==> src/rtl/frame_scan_ctrl.sv <==
// Frame store sequencer: counts one BMP byte stream in, then raster-scans the visible image
// from a ping-pong bank. Define FRAME_SCAN_HBLANK_EN to insert HBLANK idle cycles between lines.
module frame_scan_ctrl #(
    parameter int FRAME_BYTES = 36300,
    parameter int IMG_W       = 300,
    parameter int IMG_H       = 100,
    parameter int HBLANK      = 4
) (
    input  logic        clk,
    input  logic        reset,
    input  logic        start,
    input  logic        in_valid,
    input  logic        stall,
    output logic        IncIndex,
    output logic        readFrame,
    output logic [15:0] FrameWInd,
    output logic [9:0]  PxOut,
    output logic [9:0]  LineOut,
    output logic        RE0,
    output logic        RE1,
    output logic        busy,
    output logic        done
);
    localparam logic [15:0] LOAD_LAST = 16'(FRAME_BYTES - 1);
    localparam logic [9:0]  PX_LAST   = 10'(IMG_W - 1);
    localparam logic [9:0]  LN_LAST   = 10'(IMG_H - 1);

    typedef enum logic [2:0] {S_IDLE, S_LOAD, S_SCAN, S_HBLK, S_DONE} state_t;

    state_t      state_q, state_d;
    logic [15:0] load_cnt_q, load_cnt_d;
    logic [9:0]  px_q, px_d, ln_q, ln_d;
    logic [15:0] idx_q, idx_d;
    logic        bank_q, bank_d;
    logic        present;
    logic        rf_q, re0_q, re1_q, busy_q, done_q;
    logic [9:0]  pxo_q, lno_q;
    logic [15:0] idxo_q;
`ifdef FRAME_SCAN_HBLANK_EN
    localparam logic [15:0] HB_LAST = 16'(HBLANK - 1);
    logic [15:0] hb_q, hb_d;
`endif

    always_comb begin
        state_d    = state_q;
        load_cnt_d = load_cnt_q;
        px_d       = px_q;
        ln_d       = ln_q;
        idx_d      = idx_q;
        bank_d     = bank_q;
        present    = 1'b0;
`ifdef FRAME_SCAN_HBLANK_EN
        hb_d       = hb_q;
`endif
        case (state_q)
            // busy_q still high in the cycle after DONE, so a start there is ignored
            S_IDLE: if (start && !busy_q) state_d = S_LOAD;
            S_LOAD: begin
                if (in_valid) begin
                    if (load_cnt_q == LOAD_LAST) begin
                        load_cnt_d = '0;
                        state_d    = S_SCAN;
                    end else begin
                        load_cnt_d = load_cnt_q + 16'd1;
                    end
                end
            end
            S_SCAN: begin
                if (!stall) begin
                    present = 1'b1;
                    if (px_q == PX_LAST) begin
                        px_d = '0;
                        if (ln_q == LN_LAST) begin
                            ln_d    = '0;
                            idx_d   = '0;
                            state_d = S_DONE;
                        end else begin
                            ln_d  = ln_q + 10'd1;
                            idx_d = idx_q + 16'd1;
`ifdef FRAME_SCAN_HBLANK_EN
                            state_d = S_HBLK;
                            hb_d    = '0;
`endif
                        end
                    end else begin
                        px_d  = px_q + 10'd1;
                        idx_d = idx_q + 16'd1;
                    end
                end
            end
`ifdef FRAME_SCAN_HBLANK_EN
            S_HBLK: begin
                if (hb_q == HB_LAST) state_d = S_SCAN;
                else                 hb_d    = hb_q + 16'd1;
            end
`endif
            S_DONE: begin
                bank_d  = ~bank_q;
                px_d    = '0;
                ln_d    = '0;
                idx_d   = '0;
                state_d = S_IDLE;
            end
            default: state_d = S_IDLE;
        endcase
    end

    always_ff @(posedge clk or posedge reset) begin
        if (reset) begin
            state_q    <= S_IDLE;
            load_cnt_q <= '0;
            px_q       <= '0;
            ln_q       <= '0;
            idx_q      <= '0;
            bank_q     <= 1'b0;
            rf_q       <= 1'b0;
            pxo_q      <= '0;
            lno_q      <= '0;
            idxo_q     <= '0;
            re0_q      <= 1'b0;
            re1_q      <= 1'b0;
            busy_q     <= 1'b0;
            done_q     <= 1'b0;
        end else begin
            state_q    <= state_d;
            load_cnt_q <= load_cnt_d;
            px_q       <= px_d;
            ln_q       <= ln_d;
            idx_q      <= idx_d;
            bank_q     <= bank_d;
            // Outputs show the next pixel to read; readFrame marks the cycles it is actually read
            rf_q       <= present;
            pxo_q      <= px_q;
            lno_q      <= ln_q;
            idxo_q     <= idx_q;
            re0_q      <= (state_q == S_SCAN || state_q == S_HBLK) && !bank_q;
            re1_q      <= (state_q == S_SCAN || state_q == S_HBLK) && bank_q;
            busy_q     <= (state_d != S_IDLE) || (state_q == S_DONE);
            done_q     <= (state_q == S_DONE);
        end
    end

`ifdef FRAME_SCAN_HBLANK_EN
    always_ff @(posedge clk or posedge reset) begin
        if (reset) hb_q <= '0;
        else       hb_q <= hb_d;
    end
`endif

    assign IncIndex  = (state_q == S_LOAD) && in_valid;
    assign readFrame = rf_q;
    assign FrameWInd = idxo_q;
    assign PxOut     = pxo_q;
    assign LineOut   = lno_q;
    assign RE0       = re0_q;
    assign RE1       = re1_q;
    assign busy      = busy_q;
    assign done      = done_q;
endmodule
==> config.mk <==
export PLATFORM = sky130hd
export DESIGN_NAME = frame_scan_ctrl
export DESIGN_NICKNAME = d
export VERILOG_FILES = /design/src/rtl/frame_scan_ctrl.sv
export SDC_FILE = /design/constraint.sdc
export NUM_CORES = 1
export LEC_CHECK = 0
export ABC_AREA = 1
export BUFFER_PORTS_ARGS = -buffer_cell sky130_fd_sc_hd__buf_2
export CAP_MARGIN = 40
export CELL_PAD_IN_SITES_DETAIL_PLACEMENT = 0
export CELL_PAD_IN_SITES_GLOBAL_PLACEMENT = 2
export CORE_ASPECT_RATIO = 0.75
export CORE_MARGIN = 5
export CORE_UTILIZATION = 35
export DETAILED_ROUTE_END_ITERATION = 12
export PLACE_DENSITY = 0.86
export REMOVE_ABC_BUFFERS = 1
export SYNTH_ARGS = -nofsm -noshare
export SYNTH_HDL_FRONTEND = slang
export SYNTH_SLANG_ARGS = --single-unit
==> constraint.sdc <==
create_clock -name clk -period 3.92 [get_ports clk]
set_input_delay 0.392 -clock clk [delete_from_list [all_inputs] [get_ports clk]]
set_output_delay 0.392 -clock clk [all_outputs]
set_load 0.01 [all_outputs]
# Yosys cells after proc, flatten, opt, wreduce, memory -nomap -nowiden

Index checks and enable logic that the tools add are counted.

Register bits: 97
Bits of input ports: 5
Output and inout bits: 42
Logic and storage cells: 63

Add/sub/neg operators: 4
Equality and inequality tests: 9
Muxes and demuxes: 21
Bitwise operators: 1
Reductions and logical operators: 14

Operators with widths:

| operator                                       | number |
|---|---|
| 2-to-1 mux 16 bit                              | 4 |
| 2-to-1 mux 10 bit                              | 5 |
| one-hot mux 10 bit (2 select lines)            | 2 |
| adder 16 x 1 -> 16 bit, second input constant  | 2 |
| one-hot mux 16 bit (2 select lines)            | 1 |
| adder 10 x 1 -> 10 bit, second input constant  | 2 |
| 2-to-1 mux 3 bit                               | 6 |
| == test 16 bit, second input constant          | 1 |
| == test 10 x 7 -> 1 bit, second input constant | 1 |
| == test 10 x 9 -> 1 bit, second input constant | 1 |
| one-hot mux 3 bit (3 select lines)             | 1 |
| == test 3 x 2 -> 1 bit, second input constant  | 2 |
| logical AND 1 bit                              | 4 |
| != test 2 bit, second input constant           | 2 |
| AND reduction 2 bit                            | 2 |
| == test 3 x 1 -> 1 bit, second input constant  | 1 |
| == test 3 bit, second input constant           | 1 |
| zero test 3 bit                                | 1 |
| AND reduction 3 bit                            | 1 |
| nonzero test 3 bit                             | 1 |
| zero test 1 bit                                | 2 |
| logical OR 1 bit                               | 2 |
| 2-to-1 mux 1 bit                               | 2 |
| nonzero test 2 bit                             | 1 |
| inverter 1 bit                                 | 1 |

# Logic depth before layout (Yosys ltp)

Gate-level depths: netlist (run 1).

Depth after elaboration: 7
Gate-level depth with buffers: 10
Mapped depth without buffers: 9

# Worst setup path before layout (run 1)

No wires, ideal clock.

Kind: flip-flop to output port
From: reg state_q[2]
To: out IncIndex
Arrival time: 1.039 ns
Data required time: 3.528 ns
Path slack: 2.489 ns
Cell stages (with the launch flop): 5
Buffers on the path: 1
Path through: dfrtp_1 > inv_2 > nand3_2 > nor2_4 > buf_2

Cells in the longest elaborated chain, start to end: 2

RTL lines:

| item                   | line | source |
|---|---|---|
| from (decl)            | 30   | `state_t state_q, state_d;` |
| from (signal assigned) | 125  | `state_q <= state_d;` |
| == test 3 x 1 -> 1 bit | 150  | `assign IncIndex = (state_q == S_LOAD) && in_valid;` |
| logical AND 1 bit      | 150  |  |
| to (decl)              | 14   | `output logic IncIndex,` |

No other way between the ends.

# Worst setup path in the final report (run 1)

Ends and elaborated chain as after synthesis.

==> results of run 1 <==
[kinds of logic after synthesis]
group           synth area share
compound gates           0.05416
xor+xnor                 0.01723
fa+ha+maj                0.01094
buf+inv                  0.07604
flops                     0.5306
simple gates              0.3110
[registers in the layout (all words and copies together), names as in the netlist]
name	cells
FrameWInd	16
LineOut	10
PxOut	10
RE0	1
RE1	1
bank_q	1
busy	1
done	1
idx_q	16
ln_q	10
load_cnt_q	16
px_q	10
readFrame	1
state_q	3
[synth_stat cells, drive strengths merged (2+ instances only)]
master,instances,area (sq um)
nand3b,2,15.01
nand4,21,131.4
nor2,86,369.1
nand3,48,250.2
dfrtp,97,2427
nand2,128,500.5
a21oi,9,45.04
buf,7,48.79
xor2,8,70.07
o21ai,32,167.7
ha,4,50.05
nor3,22,131.4
inv,79,299.0
[final cells by class]
cell class                      count  area, sq um  area share
Timing Repair Buffer               49        275.3     0.05192
Inverter                           79        301.5     0.05688
Clock buffer                       12        256.5     0.04838
Tap cell                          171        214.0     0.04036
Multi-Input combinational cell    369         1799      0.3394
Clock inverter                      4        27.53    0.005192
Sequential cell                    97         2427      0.4579
[routing by layer]
metal | GRT usage | vias to the layer above | part of all wire
met5 | 0 | - | 0
met4 | 0.04452 | 0 | 0.014
met3 | 0.03463 | 14 | 0.044
met2 | 0.2172 | 68 | 0.42
met1 | 0.2182 | 1747 | 0.52
li1 | - | 1877 | -
[report_power, final]
group	leakage [nW]	internal, mW	switching [mW]	total [mW]
Combinational	1.30	0.0582	0.120	0.178
Sequential	1.26	1.04	0.0497	1.09
Clock	0.131	0.464	0.373	0.837
Total	2.69	1.57	0.543	2.11
[metrics by stage]
stage / setup slack (ps) / power (mW)
finish: 1930 / 2.109
global route: 1665 / 2.217
CTS: 1901 / 2.137
detailed placement: 1955 / 1.292
global placement: 2049 / 1.288
floorplan: 994.3 / 1.238
[path summary, 6_finish.rpt]
path | depth (start not counted) | slack [ps] | to
worst max-delay path | 4 | 1930 | IncIndex
worst min-delay path | 2 | 310 | readFrame
worst max register to register | 8 | 1960 | idx_q[15]
worst min register to register | 0 | 390 | FrameWInd[15]
max in group asynchronous | 4 | 2880 | px_q[2]
min in group asynchronous | 3 | 490 | LineOut[5]
[critical path: stages (launching register included)]
cell and delay [ps]:
dfrtp_1 390, inv_2 140, nand3_2 130, nor2_4 370, buf_2 220
==> metrics, run 1 <==
run status=finished, final reports clean; Setup Buffers After CTS=0; measured slew at the worst slew-check pin=535.1 ps; grt total ovfl=0; total core area=12880 sq um; First-pass DRT Iterations=5; Cell Count, Final, Fillers Out=781; commonest cells after routing, fill and taps aside=nand2_1 (122), dfrtp_1 (97), nor2_1 (77); final setup vio count=0; CTS max path bufs=2; Root Buffer Master=clkbuf_16; number of global-route vias before repair=3582; #FFs+latches synth=97; global-route wire length before repair=18.27 mm; total of max-cap violations=0; min-delay worst type=in -> reg; crit path DAT=1600 ps; Leak=2.692 nW; CTS Sinks=97; Filler Cell Count=1330; Layout Nets=614; Syn Area/Cell=8.287 sq um; unrepaired setup endpoints after global routing=no; io pins=47; commonest non-fill, non-tap cell in the layout=nand2_1; Vias=3706; critical path class=reg -> out; final setup TNS=0 ps; Hold Buf Count CTS=1; yosys warns=0; startpoint types=register; VDD IR max=217.9 uV; clock tree from TritonCTS=built; worst setup path start=state_q[2]; Peak Freq=0.5024 GHz; final instance area=5301 sq um; initial antenna violation count=0; Util after Layout=0.4115; Min-Delay Startpoint=stall; largest net degree at the start of global routing=65; post-DP HPWL=7.698 mm; # H-tree levels=3; Setup Skew=5.457 ps; Reg clk slew, reported paths=70 ps; final hold violations=0; Final Cycle Share=0.5077; Die Height=109.0 um; DR iter-0 viols=268; Num CTS Buffers=9; Worst slew margin=0.6432; drt via density=4.745; GRT Total Usage=0.1484; # diodes=0; Final Slew Violations=0; worst skew pair latency=340 ps; PD cells=397.8 nW/um^2; post_cts resized=0; ys flop type=dfrtp_1; Cells after Synth=552; Cell Area, Placed=5007 sq um; Critical R2R Launch=px_q[0]; WL/cell=13.73 um; dpl cells=764; row cnt=36; crit path time final=1990 ps; die span in x=142.0 um; share of layout cells above drive strength 1=0.1541; FFs w/ async S/R, synth=1.000; Critical Path RT=3530 ps; final hold slack=305.2 ps; Port Buf Inserts=46; GPL Wtd Cong=0.8764; CP max FO=19; area grow syn2layout=15.89%; number of flops mapped to enable cells by yosys=0; Initial Util=0.3551; DRC viols=0; Post-Route WL=10.72 mm; crit end category=output port; Routed Antenna Nets=0; post-synthesis cell type count=36; Die ar.=15480 sq um; post-synth design cell area=4574 sq um; Seq/Total Area, Yosys=0.5306
(Power assumes the default switching activity.)
==> run 2: changes to the inputs <==
--- a/config.mk
+++ b/config.mk
@@ -12,9 +12,9 @@
 export CELL_PAD_IN_SITES_GLOBAL_PLACEMENT = 2
 export CORE_ASPECT_RATIO = 0.75
 export CORE_MARGIN = 5
-export CORE_UTILIZATION = 35
+export CORE_UTILIZATION = 32
 export DETAILED_ROUTE_END_ITERATION = 12
-export PLACE_DENSITY = 0.86
+export PLACE_DENSITY = 0.83
 export REMOVE_ABC_BUFFERS = 1
 export SYNTH_ARGS = -nofsm -noshare
 export SYNTH_HDL_FRONTEND = slang
==> constraint.sdc (replaced) <==
create_clock -name clk -period 1.8 [get_ports clk]
set_input_delay 0.18 -clock clk [delete_from_list [all_inputs] [get_ports clk]]
set_output_delay 0.18 -clock clk [all_outputs]
set_load 0.01 [all_outputs]
==> metrics, run 2 (synthesized netlist as in run 1, its figures left out) <==
final setup vio count=0 (unchanged); Critical Path RT=2030 ps (-1500 ps); Final Slew Violations=0 (unchanged); min-delay worst type=in -> reg; Vias=3740 (+0.92%); clock tree from TritonCTS=built; Final Cycle Share=0.9050; DR iter-0 viols=199 (-26%); area grow syn2layout=20.16%; crit path DAT=1850 ps (+250 ps); Setup Skew=7.782 ps (+2.325 ps); total of max-cap violations=0 (unchanged); CP Capture Point=idx_q[9]; Die Height=113.5 um (+4.2%); worst skew pair latency=340 ps (about the same); grt total ovfl=0 (unchanged); Critical R2R Launch=px_q[1]; DRC viols=0 (unchanged); CTS max path bufs=2 (unchanged); Initial Util=0.3305 (-0.02462); commonest cells after routing, fill and taps aside=nand2_1 (122), dfrtp_1 (97), nor2_1 (77); startpoint types=register; R2R Path End=idx_q[9]; Root Buffer Master=clkbuf_16; worst reg-to-reg setup slack=170 ps (-1790 ps); PD cells=864.3 nW/um^2 (+120%); row cnt=37 (+2.8%); number of global-route vias before repair=3749 (+4.7%); io pins=47 (unchanged); First-pass DRT Iterations=4 (-1); final hold violations=0 (unchanged); Port Buf Inserts=46 (unchanged); Die ar.=16810 sq um (+8.6%); global-route wire length before repair=18.95 mm (+3.7%); CTS Sinks=97 (unchanged); crit path time final=1629 ps; Num CTS Buffers=9 (unchanged); initial antenna violation count=0 (unchanged); measured slew at the worst slew-check pin=500.6 ps (-34.49 ps); share of layout cells above drive strength 1=0.1838 (+0.02974); Worst slew margin=0.6663 (+0.02304); Cell Area, Placed=5155 sq um (+2.9%); VDD IR max=425.9 uV (+95%); Post-Route WL=11.12 mm (+3.7%); Place WS=125.6 ps (-1829 ps); worst setup margin=171.0 ps (-1759 ps); Layout Nets=635 (+3.4%); drt via density=4.640 (-2.2%); post-DP HPWL=8.267 mm (+7.4%); crit end category=register; Reg clk slew, reported paths=70 ps (about the same); critical path class=reg -> reg; total core area=13840 sq um (+7.4%); # H-tree levels=3 (unchanged); WL/cell=13.80 um (+0.52%); Routed Antenna Nets=0 (unchanged); commonest non-fill, non-tap cell in the layout=nand2_1; Peak Freq=0.6139 GHz; GPL Wtd Cong=0.8471 (-3.3%); Leak=2.810 nW (+4.4%); Min-Delay Startpoint=start; GRT Total Usage=0.1397 (-0.008647); worst setup path start=px_q[1]; R2R depth=8 (unchanged); # diodes=0 (unchanged); die span in x=148.1 um (+4.3%); unrepaired setup endpoints after global routing=no; CP max FO=7 (-12); largest net degree at the start of global routing=38 (-42%); run status=finished, final reports clean; final instance area=5497 sq um (+3.7%)
run 2: worst min path at each step:
stage | cells past startpoint | endpoint | slack [ps]
global route | 3 | state_q[0] | 140
floorplan | 1 | readFrame | 260
detailed placement | 2 | load_cnt_q[1] | 260
CTS | 3 | state_q[0] | 130
global placement | 2 | load_cnt_q[2] | 250
finish | 3 | state_q[0] | 140
run 2: where the power goes:
group / internal, mW / switching (mW)
Clock: 1.09 / 0.877
Sequential: 2.27 / 0.106
Combinational: 0.137 / 0.269
Total: 3.50 / 1.25
run 2: cell type report:
cell class / instances / area [sq um]
Tap cell: 175 / 219.0
Sequential cell: 97 / 2427
Inverter: 79 / 301.5
Clock buffer: 9 / 225.2
Timing Repair Buffer: 70 / 425.4
Clock inverter: 7 / 77.57
Multi-Input combinational cell: 369 / 1821
Fill cell: 1405 / 8346
run 2: per-layer routing:
layer / wire length [um] / track usage / up-vias
met5: 0 / 0 / -
met2: 4796 / 0.2140 / 79
met3: 607 / 0.03813 / 10
met4: 100 / 0.03200 / 0
met1: 5619 / 0.1983 / 1738
li1: - / - / 1913
run 2: repair_timing:
action	4_1_cts	5_1_grt
pin swaps	1	0
cloned	0	0
setup buffers	1	0
endpoints found under the setup margin	1	12
resized for setup	0	4
endpoints found under the hold margin	33	0
hold buffers	1	0
run 2: critical path, cell delays in order, from the launching register on:
cell     delay (ps)
dfrtp_1         400
ha_1            240
nand2_1         110
inv_1            60
nand3_1         110
nor2_4          160
nand3_1         170
nand2_2         190
nor2_1           70
run 2: stage by stage:
step / hold WS [ps] / TNS [ps] / instances / power (mW) / utilization
after floorplan: 263.1 / -88630 / 545 / 2.696 / -
after global placement: 246.3 / 0 / 788 / 2.817 / 0.3724
after detailed placement: 255.6 / 0 / 788 / 2.828 / 0.3724
after CTS: 133.0 / 0 / 806 / 4.825 / 0.3956
after global routing: 144.1 / 0 / 806 / 5.000 / 0.3971
final: 142.3 / 0 / 806 / 4.751 / 0.3971
==> run 3: changes to the inputs <==
--- a/config.mk
+++ b/config.mk
@@ -11,7 +11,7 @@
 export CELL_PAD_IN_SITES_DETAIL_PLACEMENT = 0
 export CELL_PAD_IN_SITES_GLOBAL_PLACEMENT = 2
 export CORE_ASPECT_RATIO = 0.75
-export CORE_MARGIN = 5
+export CORE_MARGIN = 4
 export CORE_UTILIZATION = 32
 export DETAILED_ROUTE_END_ITERATION = 12
 export PLACE_DENSITY = 0.83
==> metrics, run 3 (synthesized netlist as in run 1, its figures left out) <==
run status=finished, final reports clean; initial antenna violation count=0 (unchanged); First-pass DRT Iterations=4 (unchanged); GRT Total Usage=0.1398 (about the same); Vias=3695 (-1.2%); Sequential Area=2427 sq um (unchanged); io pins=47 (unchanged); largest net degree at the start of global routing=38 (unchanged); Die ar.=16290 sq um (-3.1%); Num CTS Buffers=9 (unchanged); crit path time final=1683 ps (+54.12 ps); min-delay worst type=in -> reg; Root Buffer Master=clkbuf_16; worst skew pair latency=330 ps (about the same); CTS max path bufs=2 (unchanged); DR iter-0 viols=209 (+5.0%); Port Buf Inserts=46 (unchanged); final hold slack=155.1 ps (+12.81 ps); clock tree from TritonCTS=built; number of global-route vias before repair=3584 (-4.4%); Min-Delay Startpoint=start; Critical Path RT=1620 ps (-410 ps); Setup Buffers After CTS=0 (-1); R2R depth=9 (+1); WL/cell=13.73 um (-0.50%); commonest non-fill, non-tap cell in the layout=nand2_1; Cell Chain, Critical Path=inv_2, nand3_2, nor2_4, buf_2; worst reg-to-reg setup slack=170 ps (about the same); Post-Route WL=11.00 mm (-1.1%); Final Cycle Share=0.9350 (+0.03007); Layout Nets=630 (-0.79%); Initial Util=0.3305 (unchanged); Reg clk slew, reported paths=70 ps (about the same); Filler Cell Count=1426 (+1.5%); # diodes=0 (unchanged); final hold violations=0 (unchanged); total of max-cap violations=0 (unchanged); PD cells=838.0 nW/um^2 (-3.0%); CP bufs+invs=2 (+1); row cnt=37 (unchanged); R2R Path End=ln_q[6]; DRC viols=0 (unchanged); Peak Freq=0.5941 GHz (-3.2%); unrepaired setup endpoints after global routing=yes; measured slew at the worst slew-check pin=445.5 ps (-55.05 ps); Setup Skew=6.384 ps (-1.398 ps); CP max FO=11 (+4); final setup vio count=0 (unchanged); CP max stage cell=dfrtp_1; startpoint types=register; hold path cells=3 (unchanged); VDD IR max=479.7 uV (+13%); share of layout cells above drive strength 1=0.1789 (-0.004921); final instance area=5435 sq um (-1.1%); GPL Wtd Cong=0.8162 (-3.6%); Leak=2.770 nW (-1.4%); global-route wire length before repair=18.54 mm (-2.2%); Critical R2R Launch=state_q[1]; CP delay by family, top=simple AND/OR/NAND/NOR gates; area grow syn2layout=18.82%; # H-tree levels=3 (unchanged); Worst slew margin=0.7007 (+0.03441); Final Slew Violations=0 (unchanged); critical path class=reg -> out; Overall Power=4.555 mW (-4.1%); drt via density=4.613 (-0.59%); multi-input combinational cell area=1826 sq um (+0.27%); post-DP HPWL=8.188 mm (-0.96%); max incr delay on CP=390 ps (about the same); Routed Antenna Nets=0 (unchanged); Worst path depth=4 (-4); crit path DAT=1500 ps (-350 ps); Util after Layout=0.3927 (-0.004429); Worst Hold Path EP=state_q[0]; CTS Sinks=97 (unchanged); commonest cells after routing, fill and taps aside=nand2_1 (121), dfrtp_1 (97), nor2_1 (76); Cell Area, Placed=5125 sq um (-0.58%); Die Height=111.5 um (-1.8%); total core area=13840 sq um (unchanged); grt total ovfl=0 (unchanged); die span in x=146.1 um (-1.4%); crit end category=output port
## run 3: changes by cell type in the layout (fill, tap and decap cells not counted), sizes merged
cell | before | now
clkinv | 1 | 3
buf | 69 | 64
bufinv | 1 | 0
clkbuf | 9 | 10
inv | 81 | 79
## run 3: where the power goes
| group | total [mW] | internal (mW) | leakage [nW] | switching (mW) |
|---|---|---|---|---|
| logic | 0.398 | 0.131 | 1.39 | 0.268 |
| clock network | 1.78 | 0.940 | 0.125 | 0.838 |
| registers | 2.38 | 2.27 | 1.26 | 0.106 |
## run 3: repair_timing
item	4_1_cts	5_1_grt
resized for setup	0	5
hold endpoints to repair	26	0
endpoints found under the setup margin	0	21
hold buffers	1	0
## run 3: layout make-up
type                       instances  share of cell area
sequential                        97              0.4466
multi-input combinational        369              0.3359
timing repair buffer              65             0.07136
inverter                          79             0.05548
clock buffer                      10             0.04213
tap                              175             0.04029
clock inverter                     6            0.008287
## run 3: worst max-delay path by stage
stage | startpoint | endpoint | slack (ps)
after floorplan | reset | FrameWInd[0] | -910
after CTS | state_q[1] | ln_q[7] | 50
after global routing | px_q[1] | ln_q[6] | -10
final | state_q[2] | IncIndex | 120
after detailed placement | state_q[1] | ln_q[7] | 70
after global placement | state_q[0] | ln_q[7] | 140
## run 3: metal layers
layer  routed length, um  up-vias  track usage
met4                  75        0      0.02632
li1                    -     1904            -
met3                 343        6      0.03255
met5                   0        -            0
met1                5952     1736       0.2094
met2                4629       49       0.2084
## run 3: worst register-to-register path: cells and delay by family, from the launching register on
kind | cells | cell delay [ps]
AND/OR/NAND/NOR | 3 | 370
flip-flops | 1 | 410
AO/OA/AOI/OAI | 2 | 180
buffers and inverters | 4 | 580
## run 3: per-stage QoR
stage               setup slack (ps)  instances  TNS [ps]
detailed placement             69.09        784         0
global route                  -13.26        801    -13.26
global placement               139.1        784         0
CTS                            50.03        801         0
finish                         116.9        801         0
floorplan                     -913.7        545    -88630
